--- config.mk ---
export PLATFORM = sky130hd
export DESIGN_NAME = sync_fifo_flat
export DESIGN_NICKNAME = d
export VERILOG_FILES = /design/src/rtl/sync_fifo_pkg.sv /design/src/rtl/sync_fifo_if.sv /design/src/rtl/sync_fifo_ram.sv /design/src/rtl/sync_fifo.sv /design/src/flat_wrapper.sv
export SDC_FILE = /design/constraint.sdc
export NUM_CORES = 1
export LEC_CHECK = 0
export CAP_MARGIN = 5
export CORE_MARGIN = 4
export CORE_UTILIZATION = 25
export CTS_BUF_LIST = sky130_fd_sc_hd__clkbuf_8
export DETAILED_ROUTE_END_ITERATION = 8
export SYNTH_ARGS = -nofsm -noshare
export SYNTH_HDL_FRONTEND = slang
export SYNTH_HIERARCHICAL = 1
export SYNTH_SLANG_ARGS = --single-unit
--- constraint.sdc ---
create_clock -name clk -period 3.03 [get_ports clk]
set_input_delay 0.303 -clock clk [delete_from_list [all_inputs] [get_ports clk]]
set_output_delay 0.303 -clock clk [all_outputs]
set_load 0.005 [all_outputs]
--- src/rtl/sync_fifo_pkg.sv ---
// Shared constants and width helper for the synchronous FIFO slice.
// Optional feature macro: SYNC_FIFO_ERR_FLAG_EN (sticky overflow/underflow flags).
package sync_fifo_pkg;

    localparam int DEF_DATA_WIDTH = 8;
    localparam int DEF_DATA_DEPTH = 16;
    localparam int DEF_AEMPTY_TH  = 2;

    // Ceiling log2, used for pointer width (count width is this plus one).
    function automatic int sf_clog2(input int value);
        int r;
        int v;
        r = 0;
        v = value - 1;
        while (v > 0) begin
            r = r + 1;
            v = v >> 1;
        end
        return r;
    endfunction

endpackage

--- src/rtl/sync_fifo_if.sv ---
// Bus interface of the synchronous FIFO: write/read requests, read data and status.
// Optional feature macro: SYNC_FIFO_ERR_FLAG_EN (drives overflow/underflow).
//
// Handshake: a write is taken on a rising clk when wr_en=1 and either fifo_full=0
// or a read is taken in the same cycle. A read is taken when rd_en=1 and
// fifo_empty=0; its word appears on data_out one clock later with rd_valid=1
// for exactly that cycle. Requests that are not taken are dropped, not held.
interface sync_fifo_if
    import sync_fifo_pkg::*;
#(
    parameter int DATA_WIDTH = DEF_DATA_WIDTH,
    parameter int DATA_DEPTH = DEF_DATA_DEPTH
) ();

    localparam int CNT_W = sf_clog2(DATA_DEPTH) + 1;

    logic                  wr_en;
    logic [DATA_WIDTH-1:0] data_in;
    logic                  rd_en;
    logic [DATA_WIDTH-1:0] data_out;
    logic                  rd_valid;
    logic                  fifo_full;
    logic                  fifo_empty;
    logic                  almost_full;
    logic                  almost_empty;
    logic [CNT_W-1:0]      fifo_cnt;
    logic                  overflow;
    logic                  underflow;

    modport master (
        output wr_en, data_in, rd_en,
        input  data_out, rd_valid, fifo_full, fifo_empty,
               almost_full, almost_empty, fifo_cnt, overflow, underflow
    );

    modport slave (
        input  wr_en, data_in, rd_en,
        output data_out, rd_valid, fifo_full, fifo_empty,
               almost_full, almost_empty, fifo_cnt, overflow, underflow
    );

endinterface

--- src/rtl/sync_fifo_ram.sv ---
// Simple dual-port storage: synchronous write port, registered read port.
// The read register holds its value when no read is enabled and clears on reset,
// so it can serve directly as the FIFO data output.
module sync_fifo_ram
    import sync_fifo_pkg::*;
#(
    parameter int DATA_WIDTH = DEF_DATA_WIDTH,
    parameter int DATA_DEPTH = DEF_DATA_DEPTH,
    parameter int ADDR_W     = sf_clog2(DATA_DEPTH)
) (
    input  logic                  clk,
    input  logic                  rst_n,
    input  logic                  i_wr_en,
    input  logic [ADDR_W-1:0]     i_wr_addr,
    input  logic [DATA_WIDTH-1:0] i_wr_data,
    input  logic                  i_rd_en,
    input  logic [ADDR_W-1:0]     i_rd_addr,
    output logic [DATA_WIDTH-1:0] o_rd_data
);

    logic [DATA_WIDTH-1:0] r_mem [DATA_DEPTH];
    logic [DATA_WIDTH-1:0] r_rd_data;

    // Storage write; contents are not reset (a reset only discards them logically).
    always_ff @(posedge clk) begin
        if (i_wr_en) begin
            r_mem[i_wr_addr] <= i_wr_data;
        end
    end

    // Registered read; reading the slot being written returns the old word.
    always_ff @(posedge clk or negedge rst_n) begin
        if (!rst_n) begin
            r_rd_data <= '0;
        end else if (i_rd_en) begin
            r_rd_data <= r_mem[i_rd_addr];
        end
    end

    assign o_rd_data = r_rd_data;

endmodule

--- src/rtl/sync_fifo.sv ---
// Synchronous FIFO control: pointers, occupancy count, registered status flags.
// Storage lives in sync_fifo_ram. Write-through-on-full: a full FIFO still takes
// a write when a read is taken in the same cycle.
// Optional feature macro: SYNC_FIFO_ERR_FLAG_EN (sticky overflow/underflow flags).
module sync_fifo
    import sync_fifo_pkg::*;
#(
    parameter int DATA_WIDTH = DEF_DATA_WIDTH,
    parameter int DATA_DEPTH = DEF_DATA_DEPTH,
    parameter int AFULL_TH   = DATA_DEPTH - 2,
    parameter int AEMPTY_TH  = DEF_AEMPTY_TH
) (
    input  logic        clk,
    input  logic        rst_n,
    sync_fifo_if.slave  bus
);

    localparam int PTR_W = sf_clog2(DATA_DEPTH);
    localparam int CNT_W = PTR_W + 1;

    localparam logic [CNT_W-1:0] C_DEPTH  = CNT_W'(DATA_DEPTH);
    localparam logic [CNT_W-1:0] C_AFULL  = CNT_W'(AFULL_TH);
    localparam logic [CNT_W-1:0] C_AEMPTY = CNT_W'(AEMPTY_TH);

    logic [PTR_W-1:0]      r_wr_ptr;
    logic [PTR_W-1:0]      r_rd_ptr;
    logic [CNT_W-1:0]      r_cnt;
    logic                  r_full;
    logic                  r_empty;
    logic                  r_afull;
    logic                  r_aempty;
    logic                  r_rd_valid;

    logic                  w_rd_accept;
    logic                  w_wr_accept;
    logic [CNT_W-1:0]      w_cnt_next;
    logic [DATA_WIDTH-1:0] w_rd_data;

    assign w_rd_accept = bus.rd_en && !r_empty;
    assign w_wr_accept = bus.wr_en && (!r_full || w_rd_accept);

    // Next occupancy: +1 write only, -1 read only, unchanged otherwise.
    always_comb begin
        w_cnt_next = r_cnt;
        case ({w_wr_accept, w_rd_accept})
            2'b10:   w_cnt_next = r_cnt + CNT_W'(1);
            2'b01:   w_cnt_next = r_cnt - CNT_W'(1);
            default: w_cnt_next = r_cnt;
        endcase
    end

    // Pointers advance on accepted accesses and wrap naturally at DATA_DEPTH.
    always_ff @(posedge clk or negedge rst_n) begin
        if (!rst_n) begin
            r_wr_ptr <= '0;
            r_rd_ptr <= '0;
        end else begin
            if (w_wr_accept) r_wr_ptr <= r_wr_ptr + PTR_W'(1);
            if (w_rd_accept) r_rd_ptr <= r_rd_ptr + PTR_W'(1);
        end
    end

    // Count and flags all load from the next-state count so they agree each cycle.
    always_ff @(posedge clk or negedge rst_n) begin
        if (!rst_n) begin
            r_cnt    <= '0;
            r_full   <= 1'b0;
            r_empty  <= 1'b1;
            r_afull  <= 1'b0;
            r_aempty <= 1'b1;
        end else begin
            r_cnt    <= w_cnt_next;
            r_full   <= (w_cnt_next == C_DEPTH);
            r_empty  <= (w_cnt_next == '0);
            r_afull  <= (w_cnt_next >= C_AFULL);
            r_aempty <= (w_cnt_next <= C_AEMPTY);
        end
    end

    // rd_valid marks the single cycle in which data_out carries a newly read word.
    always_ff @(posedge clk or negedge rst_n) begin
        if (!rst_n) begin
            r_rd_valid <= 1'b0;
        end else begin
            r_rd_valid <= w_rd_accept;
        end
    end

    sync_fifo_ram #(
        .DATA_WIDTH (DATA_WIDTH),
        .DATA_DEPTH (DATA_DEPTH),
        .ADDR_W     (PTR_W)
    ) u_ram (
        .clk       (clk),
        .rst_n     (rst_n),
        .i_wr_en   (w_wr_accept),
        .i_wr_addr (r_wr_ptr),
        .i_wr_data (bus.data_in),
        .i_rd_en   (w_rd_accept),
        .i_rd_addr (r_rd_ptr),
        .o_rd_data (w_rd_data)
    );

    assign bus.data_out     = w_rd_data;
    assign bus.rd_valid     = r_rd_valid;
    assign bus.fifo_cnt     = r_cnt;
    assign bus.fifo_full    = r_full;
    assign bus.fifo_empty   = r_empty;
    assign bus.almost_full  = r_afull;
    assign bus.almost_empty = r_aempty;

`ifdef SYNC_FIFO_ERR_FLAG_EN
    logic r_overflow;
    logic r_underflow;

    // Sticky error flags: dropped write request, or read request while empty.
    always_ff @(posedge clk or negedge rst_n) begin
        if (!rst_n) begin
            r_overflow  <= 1'b0;
            r_underflow <= 1'b0;
        end else begin
            if (bus.wr_en && !w_wr_accept) r_overflow  <= 1'b1;
            if (bus.rd_en && r_empty)      r_underflow <= 1'b1;
        end
    end

    assign bus.overflow  = r_overflow;
    assign bus.underflow = r_underflow;
`else
    assign bus.overflow  = 1'b0;
    assign bus.underflow = 1'b0;
`endif

endmodule

--- src/flat_wrapper.sv ---
// flat-port wrapper written by rule: the top's interface ports become plain ports
module sync_fifo_flat import sync_fifo_pkg::*;
#(
    parameter int DATA_WIDTH = DEF_DATA_WIDTH,
    parameter int DATA_DEPTH = DEF_DATA_DEPTH,
    parameter int AFULL_TH   = DATA_DEPTH - 2,
    parameter int AEMPTY_TH  = DEF_AEMPTY_TH
)
  (clk, rst_n, bus_wr_en, bus_data_in, bus_rd_en, bus_data_out, bus_rd_valid, bus_fifo_full, bus_fifo_empty, bus_almost_full, bus_almost_empty, bus_fifo_cnt, bus_overflow, bus_underflow);
  sync_fifo_if #(.DATA_WIDTH(DATA_WIDTH), .DATA_DEPTH(DATA_DEPTH)) bus_i ();
  input  logic clk;
  input  logic rst_n;
  input wire logic [$bits(bus_i.wr_en)-1:0] bus_wr_en;
  input wire logic [$bits(bus_i.data_in)-1:0] bus_data_in;
  input wire logic [$bits(bus_i.rd_en)-1:0] bus_rd_en;
  output wire logic [$bits(bus_i.data_out)-1:0] bus_data_out;
  output wire logic [$bits(bus_i.rd_valid)-1:0] bus_rd_valid;
  output wire logic [$bits(bus_i.fifo_full)-1:0] bus_fifo_full;
  output wire logic [$bits(bus_i.fifo_empty)-1:0] bus_fifo_empty;
  output wire logic [$bits(bus_i.almost_full)-1:0] bus_almost_full;
  output wire logic [$bits(bus_i.almost_empty)-1:0] bus_almost_empty;
  output wire logic [$bits(bus_i.fifo_cnt)-1:0] bus_fifo_cnt;
  output wire logic [$bits(bus_i.overflow)-1:0] bus_overflow;
  output wire logic [$bits(bus_i.underflow)-1:0] bus_underflow;
  assign bus_i.wr_en = bus_wr_en;
  assign bus_i.data_in = bus_data_in;
  assign bus_i.rd_en = bus_rd_en;
  assign bus_data_out = bus_i.data_out;
  assign bus_rd_valid = bus_i.rd_valid;
  assign bus_fifo_full = bus_i.fifo_full;
  assign bus_fifo_empty = bus_i.fifo_empty;
  assign bus_almost_full = bus_i.almost_full;
  assign bus_almost_empty = bus_i.almost_empty;
  assign bus_fifo_cnt = bus_i.fifo_cnt;
  assign bus_overflow = bus_i.overflow;
  assign bus_underflow = bus_i.underflow;
  sync_fifo #(.DATA_WIDTH(DATA_WIDTH), .DATA_DEPTH(DATA_DEPTH), .AFULL_TH(AFULL_TH), .AEMPTY_TH(AEMPTY_TH)) u_core (.clk(clk), .rst_n(rst_n), .bus(bus_i));
endmodule
; ---- Yosys cells after proc, flatten, opt, wreduce, memory -nomap -nowiden
; Memories as Yosys holds them, arrays and structs flattened. A register that Yosys moved wholly into a read port is not among the register bits.
; Index checks and enable logic that the tools add are counted.
[totals]
ramBits = 128
out_inout_bits = 20
word_cells = 28
regBits = 18
input_bits = 12
mem_count = 1
[classes]
n_addsub = 4
mux = 3
reduce_logical = 7
n_eq_ne = 3
magnitude_cmp = 2
[mem_list]
columns = memory, words, width, read_ports, rd_clocked_by_memory_dff, write_ports, line_no
row1 = u_core.u_ram.r_mem, 16, 8, 1, 1, 1, sync_fifo_ram.sv:21  ; logic [DATA_WIDTH-1:0] r_mem [DATA_DEPTH];
[op_table]
columns = operator, count
row1 = case mux 5 bit (2 select lines), 1
row2 = adder 4 x 1 -> 4 bit (second input constant), 2
row3 = adder 5 x 1 -> 5 bit (second input constant), 1
row4 = == test 5 bit (second input constant), 1
row5 = >= comparator 5 x 4 -> 1 bit (second input constant), 1
row6 = less-or-equal comparator 5 x 2 -> 1 bit (second input constant), 1
row7 = logical NOT 5 bit, 1
row8 = subtractor 5 x 1 -> 5 bit (second input constant), 1
row9 = logical NOT 1 bit, 3
row10 = == test 2 x 1 -> 1 bit (second input constant), 1
row11 = == test 2 bit (second input constant), 1
row12 = logical AND 1 bit, 2
row13 = 2-to-1 mux 1 bit, 2
row14 = logical OR 1 bit, 1

; ---- Depth between registers and ports, before layout
[depth]
ltp_word = 7
depth_mapped = 12
depth_no_buf = 11

; ---- Hierarchy
; The synthesis kept the hierarchy.
[by_module_without_submodules]
columns = mod, area_each_um2, instances, cells_each, seq_area_each_um2
row1 = sync_fifo_ram, 5331.4, 1, 240, 4043.9
row2 = sync_fifo, 940.9, 1, 81, 452.9

; ---- Worst setup path before layout
; OpenSTA, ideal clock, no wires.
[synth_path]
path_type = register to register
start = register u_core.r_empty, in the netlist u_core/bus.fifo_empty
end = register u_core.r_aempty, in the netlist u_core/bus.almost_empty
synth_period_minus_slack_ps = 2633
path_stages_with_launch = 12
t_arrival_ps = 2516
n_path_buf = 1
required_ps = 2914
slack_ps = 397
setup_ps = 116
path_cell_list = dfstp_2 -> nand2b_1 -> inv_1 -> ha_1 -> buf_12 -> xor2_1 -> ha_1 -> o211a_1 -> o31ai_2 -> a31oi_2 -> xor2_2 -> a2111oi_1
[synth_between]
elab_chain_len = 7
elab_cells_between_ends = 8
classes_between = order compare (1) / eq/ne (2) / mux (1) / reduce/logical (4)
[synth_rtl]
columns = item, line_no
row1 = from (decl), sync_fifo.sv:29  ; logic r_empty;
row2 = from (signal assigned), sync_fifo.sv:74  ; r_empty <= (w_cnt_next == '0);
row3 = logical NOT 1 bit (*), sync_fifo.sv:39  ; assign w_rd_accept = bus.rd_en && !r_empty;
row4 = logical AND 1 bit (*), sync_fifo.sv:39
row5 = via u_core.w_rd_accept, sync_fifo.sv:34  ; logic w_rd_accept;
row6 = logical OR 1 bit, sync_fifo.sv:40  ; assign w_wr_accept = bus.wr_en && (!r_full || w_rd_accept);
row7 = logical AND 1 bit, sync_fifo.sv:40
row8 = == test 2 x 1 -> 1 bit or == test 2 bit (tied branches), sync_fifo.sv:45  ; case ({w_wr_accept, w_rd_accept})
row9 = case mux 5 bit (2 select lines) (*), sync_fifo.sv:45
row10 = via u_core.w_cnt_next[4], sync_fifo.sv:36  ; logic [CNT_W-1:0] w_cnt_next;
row11 = less-or-equal comparator 5 x 2 -> 1 bit (*), sync_fifo.sv:76  ; r_aempty <= (w_cnt_next <= C_AEMPTY);
row12 = to (signal assigned), sync_fifo.sv:76
row13 = to (decl), sync_fifo.sv:31  ; logic r_aempty;
; The timed path passes the listed nets; every way through them passes the cells marked *.
; A chain may end at the register's enable or synchronous reset.

; ---- Worst setup path in the final report
; Same ends and word-level chain as after synthesis.

==> out/qor.csv <==
stage,metric,value,unit
clocking,post-CTS resize count,0,
setup_path,biggest cell delay along the critical path,0.53,ns
final_layout,design area,0.00740,mm2
sta,RSZ-0062 raised after global routing,no,
synth,most area-hungry cell type in the Yosys netlist,edfxtp_1,
job,Maximum Capacitance Violations,0,
die,Die X,166,um
synth,Yosys top cell area share,61.3,%
synth,Mapped Area,0.00627,mm2
die,Core Box Area,0.0245,mm2
power,Cell Pwr Density,912,mW/mm2
routing,drt initial violations,217,
routing,number of detailed-route iterations in the first pass,4,
global_routing,vias in the first global route,3315,
setup_path,CP Data Arrival Time,3.10,ns
final_layout,n_diodes,0,
synth,most common cell in the netlist,edfxtp_1,
die,DIE AREA,0.0277,mm2
setup_path,"Req. time, crit path",3.37,ns
clocking,root buffer cell,clkbuf_8,
routing,# DRC,0,
place,dpl cells,683,
setup_path,Top Family by Delay on Critical Path,compound AO/OA/AOI/OAI gates,
synth,synth unique cells,46,
synth,Post-Syn Area per Cell,19.5,um2
setup_path,crit path capture type,register,
power,worst IR drop on VDD,0.523,mV
global_routing,global-route wire length before repair,19600,um
synth,post-synthesis register bit count,154,
routing,DRT Wirelength,12700,um
synth,synth cell count leaders,"128 x edfxtp_1, 26 x mux4_2, 24 x dfrtp_1",
setup_path,cell mode on critical path,ha_1,
setup_path,slowest CP cell,dfstp_2,
sta,Final TNS setup,0,ns
place,PortBufs,29,
sta,Slew Limit Fails,0,
synth,Main synth FF type,edfxtp_1,
place,Area after DPL,0.00700,mm2
clocking,CTS Buf Count,17,
status,status,completed,
clocking,clk buf depth,2,
routing,WL per Instance,17.8,um
worst_hold_path,Tightest Hold Check Type,primary input to asynchronous set/reset pin,
clocking,hold buffer count at cts,0,
clocking,"CTS clk-pin slew, worst paths",0.09,ns
die,Rows,57,
global_routing,largest net degree at the start of global routing,28,
synth,"EDFF count, synth",128,
power,cell leakage power,2.48,nW
sta,"Hold Vio Cnt, Final",0,
final_layout,post-route insts no fill,715,
clocking,CTS tree,done,
final_layout,nets,396,
clocking,Post-CTS Setup Bufs,0,
setup_path,worst-path cell chain,nand2b_1 > buf_4 > inv_1 > ha_1 > xor2_1 > ha_1 > o211a_1 > o31ai_2 > a31oi_2 > xor2_2 > a2111oi_1,
sta,final setup violation count,0,
final_layout,Area growth syn-to-layout,18.0,%
synth,synthesized instance count,321,
routing,remaining antenna violation count,0,
synth,register area share after synthesis,71.7,%
final_layout,Fill cells,2417,
sta,max frequency,0.362,GHz
global_routing,GRT Overall Usage,9.45,%
die,I/O Pins,32,
setup_path,Setup crit start kind,register,
synth,top post-synthesis cells by area,"edfxtp_1 61%, dfrtp_1 9.6%, mux4_2 9.3%",
global_routing,initial antenna violation count,0,
sta,worst hold slack,0.222,ns
final_layout,multi-input combinational cell area,0.00159,mm2
final_layout,share of layout cells above drive strength 1,26.6,%
sta,Setup Skew,0.00901,ns
sta,final period utilization,91.2,%
place,DP HPWL,8350,um
routing,post-DR vias/cell,4.40,
setup_path,Worst Path Max Fanout,5,
final_layout,register area,0.00450,mm2
clocking,level count of the clock H-tree,4,
sta,Tmin final,2.76,ns
power,Design Power,6.75,mW
setup_path,Crit Path Class,register to register,
die,die height,166,um
setup_path,number of buffers and inverters on the critical path,2,
clocking,Skew-Pair Late Insertion Delay,0.46,ns
place,gpl congestion,0.798,
global_routing,GR Overflow Total,0,
clocking,# clock sinks,154,
sta,relative slew slack,57.2,%
routing,via count,3149,
sta,Worst Tran Pin Value,0.640,ns
synth,post-synthesis async set-or-reset flop share,16.9,%
synth,yosys warns,6,
die,Initial Util,25.6,%
## area by class of cell
| type | count | area share, % |
|---|---|---|
| Inverter | 3 | 0.152 |
| Timing Repair Buffer | 56 | 6.66 |
| Sequential cell | 154 | 60.8 |
| Tap cell | 324 | 5.48 |
| Clock buffer | 17 | 3.16 |
| Clock inverter | 15 | 2.33 |
| Multi-Input combinational cell | 146 | 21.5 |
## placed cells by master (no fill, tap or decap), types with 7 or more instances in the layout
| cell type | count |
|---|---|
| clkdlybuf4s50_1 | 29 |
| clkbuf_8 | 17 |
| nand2_1 | 13 |
| dfrtp_1 | 24 |
| o22ai_1 | 7 |
| mux2i_1 | 8 |
| edfxtp_1 | 128 |
| a221oi_2 | 8 |
| nor2_1 | 21 |
| mux4_2 | 26 |
| xnor2_1 | 9 |
| buf_4 | 27 |
| inv_6 | 9 |
## where the power goes
group,internal (mW),total (mW),switching [mW]
Sequential,2.66,2.90,0.240
Combinational,1.09,2.26,1.16
Clock,0.761,1.59,0.831
## state kept, by name, indices dropped and copies added (netlist names)
signal and cells:
u_core/bus.almost_empty 1, u_core/bus.almost_full 1, u_core/bus.fifo_cnt 5, u_core/bus.fifo_empty 1, u_core/bus.fifo_full 1, u_core/bus.rd_valid 1, u_core/r_rd_ptr 4, u_core/r_wr_ptr 4
u_core/u_ram/o_rd_data 8, u_core/u_ram/r_mem 128
## through the flow
step	worst slack, ns	utilization, %
global route	0.0836	30.2
global placement	0.235	28.5
floorplan	0.397	-
CTS	0.278	30.2
detailed placement	0.0610	28.5
finish	0.266	30.2
## routing by layer
metal	up-vias	GRT usage (%)	share of wire, %
met1	1661	12.6	46
met5	-	0	0
li1	1399	-	-
met4	0	3.63	1.6
met3	13	2.48	4.8
met2	76	14.8	47
## final timing paths
kind	slack, ns	endpoint	start	cells after the start
min	0.22	u_core/bus.fifo_full$_DFF_PN0_	rst_n	2
max reg2reg	0.27	u_core/bus.almost_empty$_DFF_PN1_	u_core/bus.fifo_empty$_DFF_PN1_	11
min in group clk	0.55	u_core/r_wr_ptr[3]$_DFFE_PN0P_	u_core/r_wr_ptr[3]$_DFFE_PN0P_	1
max	0.27	u_core/bus.almost_empty$_DFF_PN1_	u_core/bus.fifo_empty$_DFF_PN1_	11
max in group asynchronous	2.51	u_core/bus.almost_empty$_DFF_PN1_	rst_n	2
min reg2reg	0.55	u_core/r_wr_ptr[3]$_DFFE_PN0P_	u_core/r_wr_ptr[3]$_DFFE_PN0P_	1
## cells by family after synthesis
logic type      share of synthesized area, %
compound gates                          4.13
xor+xnor                                1.80
fa+ha+maj                               1.20
buf+inv                                 3.03
flops                                   71.7
mux                                     13.3
other cells                           0.0598
simple gates                            4.79
Note: power is estimated with default switching activity, not from simulation.
